--- src/rtl/serial_add_pkg.sv ---
// serial_add_pkg: shared state encoding and default width for the bit-serial adder
package serial_add_pkg;
    localparam int DEF_N = 8;
    localparam logic [1:0] S_IDLE = 2'd0;
    localparam logic [1:0] S_ADD  = 2'd1;
    localparam logic [1:0] S_DONE = 2'd2;
    typedef enum logic [1:0] {
        IDLE = S_IDLE,
        ADD  = S_ADD,
        DONE = S_DONE
    } state_t;
endpackage

--- src/rtl/serial_add_ctrl_if.sv ---
// serial_add_ctrl_if: start/done handshake, operands and result of the serial adder
interface serial_add_ctrl_if #(parameter int N = 8);
    logic         start;
    logic [N-1:0] a;
    logic [N-1:0] b;
    logic         cin;
    logic         busy;
    logic         done;
    logic [N-1:0] sum;
    logic         cout;
    logic         ovf;
    modport master (output start, a, b, cin, input busy, done, sum, cout, ovf);
    modport slave  (input start, a, b, cin, output busy, done, sum, cout, ovf);
endinterface

--- src/rtl/fa_cell.sv ---
// fa_cell: combinational 1-bit full adder
module fa_cell (
    input  logic a,
    input  logic b,
    input  logic c,
    output logic sum,
    output logic carry
);
    assign sum   = a ^ b ^ c;
    assign carry = (a & b) | (b & c) | (a & c);
endmodule

--- src/rtl/serial_add_ctrl.sv ---
// serial_add_ctrl: adds two N-bit operands LSB first through a single full-adder cell
module serial_add_ctrl
    import serial_add_pkg::*;
#(
    parameter int N  = DEF_N,
    parameter int CW = 4
) (
    input logic clk,
    input logic reset,
    serial_add_ctrl_if.slave bus
);
    state_t        state;
    logic [N-1:0]  a_sh;
    logic [N-1:0]  b_sh;
    logic [N-1:0]  r_sh;
    logic [N-1:0]  sum_q;
    logic          carry;
    logic          cout_q;
    logic          ovf_q;
    logic [CW-1:0] idx;
    logic          s_bit;
    logic          c_bit;

    fa_cell u_fa (
        .a(a_sh[0]),
        .b(b_sh[0]),
        .c(carry),
        .sum(s_bit),
        .carry(c_bit)
    );

    always_ff @(posedge clk) begin
        if (reset) begin
            state  <= IDLE;
            a_sh   <= '0;
            b_sh   <= '0;
            r_sh   <= '0;
            sum_q  <= '0;
            carry  <= 1'b0;
            cout_q <= 1'b0;
            ovf_q  <= 1'b0;
            idx    <= '0;
        end else begin
            case (state)
                IDLE: if (bus.start) begin
                    a_sh  <= bus.a;
                    b_sh  <= bus.b;
                    carry <= bus.cin;
                    r_sh  <= '0;
                    idx   <= '0;
                    state <= ADD;
                end
                ADD: begin
                    r_sh  <= {s_bit, r_sh[N-1:1]};
                    a_sh  <= a_sh >> 1;
                    b_sh  <= b_sh >> 1;
                    carry <= c_bit;
                    idx   <= idx + 1'b1;
                    // MSB step: carry holds carry-into bit N-1, c_bit is carry-out
                    if (idx == CW'(N - 1)) begin
                        sum_q  <= {s_bit, r_sh[N-1:1]};
                        cout_q <= c_bit;
                        ovf_q  <= carry ^ c_bit;
                        state  <= DONE;
                    end
                end
                default: state <= IDLE;
            endcase
        end
    end

    assign bus.busy = state != IDLE;
    assign bus.done = state == DONE;
    assign bus.sum  = sum_q;
    assign bus.cout = cout_q;
    assign bus.ovf  = ovf_q;
endmodule
--- src/flat_wrapper.sv ---
// flat-port wrapper written by rule: the top's interface ports become plain ports
module serial_add_ctrl_flat import serial_add_pkg::*;
#(
    parameter int N  = DEF_N,
    parameter int CW = 4
)
  (clk, reset, bus_start, bus_a, bus_b, bus_cin, bus_busy, bus_done, bus_sum, bus_cout, bus_ovf);
  serial_add_ctrl_if #(.N(N)) bus_i ();
  input logic clk;
  input logic reset;
  input wire logic [$bits(bus_i.start)-1:0] bus_start;
  input wire logic [$bits(bus_i.a)-1:0] bus_a;
  input wire logic [$bits(bus_i.b)-1:0] bus_b;
  input wire logic [$bits(bus_i.cin)-1:0] bus_cin;
  output wire logic [$bits(bus_i.busy)-1:0] bus_busy;
  output wire logic [$bits(bus_i.done)-1:0] bus_done;
  output wire logic [$bits(bus_i.sum)-1:0] bus_sum;
  output wire logic [$bits(bus_i.cout)-1:0] bus_cout;
  output wire logic [$bits(bus_i.ovf)-1:0] bus_ovf;
  assign bus_i.start = bus_start;
  assign bus_i.a = bus_a;
  assign bus_i.b = bus_b;
  assign bus_i.cin = bus_cin;
  assign bus_busy = bus_i.busy;
  assign bus_done = bus_i.done;
  assign bus_sum = bus_i.sum;
  assign bus_cout = bus_i.cout;
  assign bus_ovf = bus_i.ovf;
  serial_add_ctrl #(.N(N), .CW(CW)) u_core (.clk(clk), .reset(reset), .bus(bus_i));
endmodule
--- config.mk ---
export PLATFORM = sky130hd
export DESIGN_NAME = serial_add_ctrl_flat
export DESIGN_NICKNAME = d
export VERILOG_FILES = /design/src/rtl/serial_add_pkg.sv /design/src/rtl/serial_add_ctrl_if.sv /design/src/rtl/fa_cell.sv /design/src/rtl/serial_add_ctrl.sv /design/src/flat_wrapper.sv
export SDC_FILE = /design/constraint.sdc
export NUM_CORES = 1
export LEC_CHECK = 0
export CORE_MARGIN = 2
export CORE_UTILIZATION = 40
export DETAILED_ROUTE_END_ITERATION = 8
export PLACE_DENSITY = 0.64
export SYNTH_ARGS = -nofsm -noshare
export SYNTH_HDL_FRONTEND = slang
export SYNTH_HIERARCHICAL = 1
export SYNTH_SLANG_ARGS = --single-unit
export TNS_END_PERCENT = 1
--- constraint.sdc ---
create_clock -name clk -period 2.65 [get_ports clk]
set_input_delay 0.3975 -clock clk [delete_from_list [all_inputs] [get_ports clk]]
set_output_delay 0.3975 -clock clk [all_outputs]
set_load 0.1 [all_outputs]
* Word level (Yosys, flattened, before mapping)
Cells that the tools add are included.
W data, S select, Z words.
** Storage, ports and cells
- Register bits after elaboration :: 41
- Logic and storage cells :: 42
** Cells by class
- Muxes and demuxes :: 13
- Bitwise operators :: 8
- Add/subtract/negate cells :: 1
- Reductions and logical operators :: 6
- Equality and inequality tests :: 5
** Operator list (number)
- $pmux W8 S2 :: 3
- $mux W8 :: 3
- $pmux W4 S2 :: 1
- $reduce_and A2 Y1 :: 3
- $add A4 B1 Y4 const B :: 1
- $eq A4 B3 Y1 const B :: 1
- $mux W2 :: 2
- $mux W4 :: 1
- $pmux W2 S2 :: 1
- $reduce_bool A2 Y1 :: 2
- $and A1 B1 Y1 :: 3
- $xor A1 B1 Y1 :: 3
- $eq A2 B1 Y1 const B :: 1
- $eq A2 B2 Y1 const B :: 1
- $logic_not A2 Y1 :: 1
- $ne A2 B1 Y1 const B :: 1
- $ne A2 B2 Y1 const B :: 1
- $or A1 B1 Y1 :: 2
- $pmux W1 S2 :: 1
- $mux W1 :: 1

* Longest topological paths before layout
Gate-level depths: netlist of run 1.
- Depth in word-level cells :: 4
- Gate-level depth with buffers :: 5
- Gate-level depth less buffers :: 4

* By module
The synthesis of run 1 kept the hierarchy.
** Modules (own cells, without submodules)
- serial_add_ctrl :: instances 1, cells each 174, area an instance 1675.4 um2
- fa_cell :: instances 1, cells each 1, area an instance 20.0 um2

* Least setup slack after synthesis of run 1
Ideal clock, no wire load.
- Path type :: flip-flop to output port
- Start point :: register u_core.state[1]
- End point :: output port bus_done
- Stages on the path, launching flop included :: 4
- Setup slack :: 0.168 ns
- Arrival time :: 2.084 ns
- Cell sequence :: dfxtp_1 -> buf_4 -> clkbuf_1 -> nor2b_1
** Between the ends
- Longest elaborated chain between the ends :: 1
** Ends and longest elaborated chain
- start, declared :: RTL line serial_add_ctrl.sv:12 : state_t state;
- start signal, assigned :: RTL line serial_add_ctrl.sv:34 : state <= IDLE;
- start signal, assigned :: RTL line serial_add_ctrl.sv:51 : state <= ADD;
- start signal, assigned :: RTL line serial_add_ctrl.sv:64 : state <= DONE;
- $eq A2 B2 Y1 :: RTL line serial_add_ctrl.sv:73 : assign bus.done = state == DONE;
- end, declared :: RTL line flat_wrapper.sv:16 : output wire logic [$bits(bus_i.done)-1:0] bus_done;
Every way passes these cells.

* Worst setup path after layout of run 1
- Start point :: register u_core.state[0]
- End point :: output port bus_busy
** Between the ends
- Longest elaborated chain between the ends :: 1
** Ends and longest elaborated chain
- $reduce_bool A2 Y1 :: RTL line serial_add_ctrl.sv:72 : assign bus.busy = state != IDLE;
- end, declared :: RTL line flat_wrapper.sv:15 : output wire logic [$bits(bus_i.busy)-1:0] bus_busy;
Every way passes these cells.

==> results.cfg, run 1 <==
[drt]
wire_per_inst_um = 14.6
initialDrtViolationCount = 77
drc = 0
vias = 1397
routed_via_density = 5.52
firstDrtPassIters = 4
wl_um = 3700
drtAntennaViolNets = 0

[floorplanning]
io_pins = 32
core_area_um2 = 4030
die_h_um = 69.1
start_util_pct = 42.1
dieArea_um2 = 4780
placementRows = 23
die_w_um = 69.1

[timing]
hold_viol = 0
fmax_ghz = 0.505
tightest_slew_ps = 586
fin_crit_ps = 1980
slew_headroom_pct = 60.9
grt_setup_unrepaired = no
finClkSkew_ps = 8.04
report.final.slew_viol_count = 0
setup_viol = 0
fin_tns_setup_ps = 0
timing.final.crit_share_pct = 74.8

[clock_network]
cts_tree = done
path_clk_slew_ps = 70
cts_sinks = 40
clk-insertion-delay-late_ps = 280
cts_hold_buffers = 0
cts_buffers = 5
ctsRootBufferMaster = clkbuf_8
h-tree-depth = 2
clock_path_buffers = 2
cts_setup_buffers = 0
cts_resized = 0

[synthesis]
synth_top_area_share_pct = 47.2
ys_seq_area_share_pct = 47.2
avgSynthCellArea_um2 = 9.69
synth_fp_nets = 197
synth.cell_area_um2 = 1700
yosys.area.top_type = dfxtp_1
ys_ff_latch = 40
ys_top_cells_by_area = dfxtp_1, o221a_2, a21oi_1, a22o_1, nor2b_1
syn_inst = 175
yosysUniqueCellTypes = 35
ys_warn_count = 6

[setup_path]
path_class = reg2out
cp-start-kind = register
end_kind = output port
ff2ff_setup_slack_ps = 850
cp_top_family = buffers and inverters
required_ps = 2250
path_buf_inv = 2
crit_top_cell = buf_4
cpMaxStageDelayCell = dfxtp_1
cp_cell_sequence = buf_4, or2_2, buf_4
slowest_delay_ps = 570
crit_arrival_ps = 1580
path_max_fanout = 18

[grt]
grt_max_degree = 19
globalRouteTotalUtil_pct = 16.5
grt_pass1_wl_um = 6410
grt_pass1_vias = 1391
grt_antenna_before_repair = 0
grt_overflow = 0

[placed_design]
gp_congestion = 0.741
portBuffers = 31
hpwl_um = 2670

[finish]
num-fill-cells = 400
final_util_pct = 51.3
regArea_um2 = 801
antenna_cells = 0
layout.cells.most_common_list = dfxtp_1, a21oi_1, clkdlybuf4s50_1
multi_input_area_um2 = 800
syn_to_final_growth_pct = 21.8
final_common_cell = dfxtp_1
fin_nets = 225
layout-drive-gt1-share_pct = 18.2

[power_and_ir_drop]
ir_drop_v = 0.000296
p_int_uw = 904
swShare_pct = 25.8
power_frac_seq_pct = 54.1
p_comb_share_pct = 15.4
pwr-share-clk_pct = 30.5
power_density_nw_per_um2 = 590
p_sw_uw = 314
p_leak_nw = 0.798

[min_path]
min_path_type = reg2reg

[outcome]
status = finished, final reports clean

[run]
max-cap-violations = 0
## registers in the layout, indices dropped and copies added, names as in the netlist
register	count
u_core/carry	1
u_core/state	2
u_core/a_sh	8
u_core/b_sh	8
u_core/bus.cout	1
u_core/bus.ovf	1
u_core/idx	4
u_core/bus.sum	8
u_core/r_sh	7
## worst paths after layout
kind,from,to,depth (start not counted)
hold / removal,u_core/r_sh[1],u_core/bus.sum[0],2
setup reg to reg,u_core/state[0],u_core/bus.ovf,4
setup / recovery,u_core/state[0],bus_busy,3
hold reg to reg,u_core/r_sh[1],u_core/bus.sum[0],2
## power groups by stage
stage / Clock, mW / Combinational [mW] / Sequential, mW
finish: 0.371 / 0.188 / 0.659
CTS: 0.381 / 0.189 / 0.660
global placement: 0 / 0.183 / 0.672
floorplan: 0 / 0.141 / 0.663
global route: 0.411 / 0.206 / 0.663
detailed placement: 0 / 0.188 / 0.673
## layout make-up
| type | count | share of cell area (%) |
|---|---|---|
| clock buffer | 6 | 3.51 |
| clock inverter | 1 | 0.242 |
| inverter | 2 | 0.363 |
| multi-input combinational | 118 | 38.7 |
| sequential | 40 | 38.8 |
| tap | 50 | 3.03 |
| timing repair buffer | 36 | 15.4 |
## per-layer routing
metal,wire (um),GRT usage (%)
met3,102,3.95
met4,44,6.10
met5,0,0
met2,1780,27.0
met1,1780,21.1
## synthesized netlist by cell type (all sizes together)
cell type	count
nand3b	3
o221a	10
fa	1
ha	1
or3	1
and2	4
dfxtp	40
nor2	13
mux2i	1
inv	1
a22o	11
nor3b	1
nor3	1
a221o	4
nor4b	1
o21bai	1
nand3	11
xnor2	1
buf	11
o21ba	1
a311oi	1
and3b	1
a21oi	20
nor2b	10
a31oi	2
and2b	1
nand2	4
clkbuf	4
nand2b	1
o21ai	10
clkinv	1
or2	1
a21o	1
## per-stage QoR
stage	std cells	setup WS [ps]	cell area [um^2]	hold WS, ps	power, mW
3_5_place_dp	246	735	1990	470	0.861
6_report	253	669	2070	480	1.22
4_1_cts	253	650	2070	480	1.23
2_1_floorplan	175	168	1700	442	0.804
3_3_place_gp	246	788	1990	465	0.855
5_1_grt	253	576	2070	491	1.28
## worst register-to-register path: cells and delay by family, from the launching register on
family	cells	cell delay (ps)
compound gates	2	390
buf+inv	1	310
flops	1	570
simple gates	1	420
## cells by family after synthesis
logic type	after synthesis	share of synthesized area [%]
adder cells (fa/ha/maj)	2	1.92
AND/OR/NAND/NOR	53	17.9
multiplexers	1	0.590
flip-flops	40	47.2
XOR/XNOR	1	0.517
AO/OA/AOI/OAI	61	26.3
buffers and inverters	17	5.61
No activity file was read; power rests on OpenSTA's default activity.
==> run 2, diff against run 1 <==
Clock period 2.65 ns to 1.84 ns, I/O delays scaled along.
==> run 2 against run 1 <==
  * Clock skew hardly changed
  * Count of clock-buffer cells in the layout is 1 lower
  * Clock power increased by 89%
  * Sequential share of layout area fell by 1.7 points
  * Combinational power increased by 56%
  * First-iteration DRC count decreased by 2.6%
  * Critical path depth is the same
  * Cell count grew 2.0%
  * Utilization increased by 2.4 points
==> results.cfg, run 2 (synthesized netlist as in run 1, its figures left out) <==
[drt]
vias = 1419
wl_um = 3850
drc = 0
initialDrtViolationCount = 75
firstDrtPassIters = 4
drtAntennaViolNets = 0
routed_via_density = 5.50
wire_per_inst_um = 14.9

[power_and_ir_drop]
power_frac_seq_pct = 48.8
swShare_pct = 24.8
pwr-share-clk_pct = 36.1
p_leak_nw = 0.837
power_density_nw_per_um2 = 898
p_comb_share_pct = 15.1
p_sw_uw = 482
ir_drop_v = 0.000396
p_int_mw = 1.46

[timing]
tightest_slew_ps = 847
fin_tns_setup_ps = 0
timing.final.crit_share_pct = 89.2
grt_setup_unrepaired = no
fin_crit_ps = 1640
setup_viol = 0
hold_viol = 0
slew_headroom_pct = 43.3
finClkSkew_ps = 8.00
fmax_ghz = 0.609
report.final.slew_viol_count = 0

[clock_network]
ctsRootBufferMaster = clkbuf_8
clock_path_buffers = 2
cts_resized = 0
cts_hold_buffers = 0
cts_tree = done
h-tree-depth = 2
path_clk_slew_ps = 80
cts_setup_buffers = 0
clk-insertion-delay-late_ps = 290
cts_sinks = 40
cts_buffers = 5

[min_path]
min_path_type = reg2reg

[outcome]
status = finished, final reports clean

[grt]
grt_pass1_wl_um = 6390
grt_antenna_before_repair = 0
grt-busiest-layer = met2
grt_use_met2_pct = 26.4
grt_overflow = 0
met1_usage_pct = 21.2
grt_max_degree = 18
met3_usage_pct = 4.09
globalRouteTotalUtil_pct = 16.5
grt_pass1_vias = 1384

[setup_path]
slowest_delay_ps = 390
cp_cell_sequence = buf_4, or2_2, buf_12
cp-start-kind = register
end_kind = output port
required_ps = 1560
cp_top_family = flip-flops
crit_arrival_ps = 1370
path_buf_inv = 2
path_max_fanout = 12
path_class = reg2out
cpMaxStageDelayCell = dfxtp_1

[floorplanning]
die_h_um = 69.1
dieArea_um2 = 4780
io_pins = 32
placementRows = 23
die_w_um = 69.1
start_util_pct = 42.1
core_area_um2 = 4030

[finish]
num-fill-cells = 393
fin_nets = 229
antenna_cells = 0
regArea_um2 = 801
stdcell_count = 258
layout-drive-gt1-share_pct = 21.2
syn_to_final_growth_pct = 27.5
final_common_cell = dfxtp_1
multi_input_area_um2 = 807
layout.cells.most_common_list = dfxtp_1, a21oi_1, clkdlybuf4s50_1, buf_4, nor2_1

[placed_design]
gp_congestion = 0.749
dp.cells = 250
hpwl_um = 2770
portBuffers = 31

[run]
max-cap-violations = 0
## run 2: cell count changes in the layout (fill, tap and decap cells not counted)
cell	change
clkinvlp_4	+1
nor2b_4	+1
bufinv_16	+1
buf_12	+2
clkbuf_1	-1
buf_4	+2
nor2b_1	-1
## run 2: worst paths after layout
check	startpoint	to	slack (ps)	depth (start not counted)
setup reg to reg	u_core/state[0]	u_core/b_sh[4]	250	3
hold reg to reg	u_core/bus.sum[7]	u_core/bus.sum[7]	480	2
setup / recovery	u_core/state[0]	bus_busy	200	3
hold / removal	u_core/bus.sum[7]	u_core/bus.sum[7]	480	2
## run 2: per-layer routing
layer	share of wire, %	vias to the layer above	wire (um)
met2	48	25	1840
met3	3.8	5	146
met1	47	687	1810
met5	0	-	0
met4	1.4	0	52
li1	-	702	-
## run 2: layout make-up
cell class	instances	share of cell area, %
repair buffers	40	17.2
well taps	50	2.89
clock inverters	3	1.97
flip-flops and latches	40	37.0
multi-input cells	118	37.3
inverters	2	0.347
clock buffers	5	3.18
## run 2: per-stage QoR
stage / hold slack [ps] / total power [mW] / setup WS [ps] / area [um^2] / utilization (%)
finish: 478 / 1.94 / 199 / 2160 / 53.7
global route: 503 / 2.03 / 147 / 2160 / 53.7
CTS: 482 / 1.97 / 183 / 2160 / 53.7
detailed placement: 470 / 1.26 / 79.4 / 2050 / 50.9
global placement: 464 / 1.25 / 135 / 2050 / 50.9
floorplan: 401 / 1.16 / 289 / 1700 / -
## run 2: worst register-to-register path: stages, from the launching register on
cell and delay [ps]:
dfxtp_1 470, nand2b_1 120, nor2_1 660, a221o_1 280
## run 2: power groups by stage
stage | clock, mW | sequential (mW) | combinational [mW]
floorplan | 0 | 0.955 | 0.204
global placement | 0 | 0.964 | 0.286
detailed placement | 0 | 0.967 | 0.291
CTS | 0.727 | 0.947 | 0.293
global route | 0.762 | 0.954 | 0.317
finish | 0.702 | 0.947 | 0.293
==> run 3, diff against run 2 <==
Settings changed: RECOVER_POWER set to 100, REMOVE_ABC_BUFFERS set to 1.
==> run 3 against run 2 <==
  * Sequential power down 0.4%
  * Non-clock buffer count up 1
  * Die area unchanged
  * Sequential share of layout area up 0.72 points
  * Critical endpoint unchanged
  * Highest routed layer unchanged
==> results.cfg, run 3 (synthesized netlist as in run 1, its figures left out) <==
[outcome]
status = finished, final reports clean

[power_and_ir_drop]
power_density_nw_per_um2 = 917
power_frac_seq_pct = 48.5
p_leak_nw = 0.828
p_comb_share_pct = 14.6
p_sw_uw = 494
ir_drop_v = 0.000662
pwr-share-clk_pct = 36.9
swShare_pct = 25.4
p_int_mw = 1.45

[drt]
drc = 0
routed_via_density = 5.53
wl_um = 3870
wire_per_inst_um = 14.9
initialDrtViolationCount = 64
vias = 1432
drtAntennaViolNets = 0
firstDrtPassIters = 4

[min_path]
min_path_type = reg2reg
min_to = u_core/bus.sum[1]
hold_depth = 2
min_from = u_core/bus.sum[1]

[finish]
antenna_cells = 0
final_util_pct = 52.6
final_common_cell = dfxtp_1
stdcell_count = 259
layout.cells.most_common_list = dfxtp_1, a21oi_1, clkdlybuf4s50_1
fin_nets = 230
layout-drive-gt1-share_pct = 20.1
syn_to_final_growth_pct = 25.1

[run]
max-cap-violations = 0

[timing]
hold_viol = 0
setup_slack_ps = 177
grt_setup_unrepaired = no
setup_viol = 0
report.final.slew_viol_count = 0
slew_headroom_pct = 43.5
fmax_ghz = 0.601
tightest_slew_ps = 845
finClkSkew_ps = 9.63
fin_crit_ps = 1660
timing.final.crit_share_pct = 90.4

[grt]
grt_antenna_before_repair = 0
grt_max_degree = 18
grt_overflow = 0
globalRouteTotalUtil_pct = 17.5
grt_pass1_wl_um = 6790
grt_pass1_vias = 1466

[placed_design]
gp_congestion = 0.759
portBuffers = 31
place_ws_ps = 57.4
hpwl_um = 2800
dp.cells = 251

[clock_network]
h-tree-depth = 2
ctsRootBufferMaster = clkbuf_8
cts_hold_buffers = 0
clk-insertion-delay-late_ps = 300
clock_path_buffers = 2
cts_setup_buffers = 0
cts_resized = 0
cts_buffers = 5
cts_tree = done
cts_sinks = 40
path_clk_slew_ps = 80

[setup_path]
crit_arrival_ps = 1390
required_ps = 1560
path_max_fanout = 17
reg2regPathDepth = 4
ff2ff_setup_slack_ps = 310
end_kind = output port
r2r_start = u_core/state[1]
r2r-end = u_core/b_sh[4]
path_class = reg2out
cp-start-kind = register

[floorplanning]
die_h_um = 69.1
io_pins = 32
core_area_um2 = 4030
die_w_um = 69.1
placementRows = 23
dieArea_um2 = 4780
start_util_pct = 42.1
run 3: metal layers:
metal | GRT usage (%) | routed length (um) | vias up
met5 | 0 | 0 | -
met4 | 5.01 | 42 | 0
met3 | 5.56 | 155 | 5
met2 | 28.5 | 1870 | 29
met1 | 22.1 | 1790 | 696
li1 | - | - | 702
run 3: cell type report:
| class | count | area (um^2) |
|---|---|---|
| clock buffer | 5 | 68.8 |
| fill | 387 | 1910 |
| tap | 50 | 62.6 |
| clock inverter | 3 | 42.5 |
| sequential | 40 | 801 |
| multi-input combinational | 118 | 800 |
| timing repair buffer | 41 | 339 |
| inverter | 2 | 7.51 |
run 3: critical path, cell delays in order (launching register included):
cell and delay [ps]:
dfxtp_1 310, buf_4 190, or2_2 300, clkbuf_4 280
run 3: per-stage QoR:
stage	instance area (um^2)	total power, mW	TNS (ps)	hold slack (ps)
4_1_cts	2160	1.98	0	480
3_3_place_gp	2050	1.25	0	462
2_1_floorplan	1610	1.13	-445	345
5_1_grt	2120	2.03	0	513
3_5_place_dp	2050	1.26	0	468
6_report	2120	1.95	0	478
run 3: power by group through the flow:
stage	registers (mW)	logic [mW]	clock network (mW)
2_1_floorplan	0.965	0.161	0
3_3_place_gp	0.961	0.290	0
3_5_place_dp	0.964	0.297	0
4_1_cts	0.943	0.297	0.735
5_1_grt	0.949	0.313	0.770
6_report	0.943	0.284	0.718
run 3: how the worst max path moves through the flow:
stage	from	to	slack, ps	depth (start not counted)
floorplan	u_core/state[1]	bus_done	-430	1
global placement	bus_start	u_core/a_sh[6]	90	4
detailed placement	bus_start	u_core/b_sh[4]	60	4
CTS	u_core/state[1]	bus_done	230	3
global route	u_core/state[1]	bus_busy	130	3
finish	u_core/state[1]	bus_busy	180	3
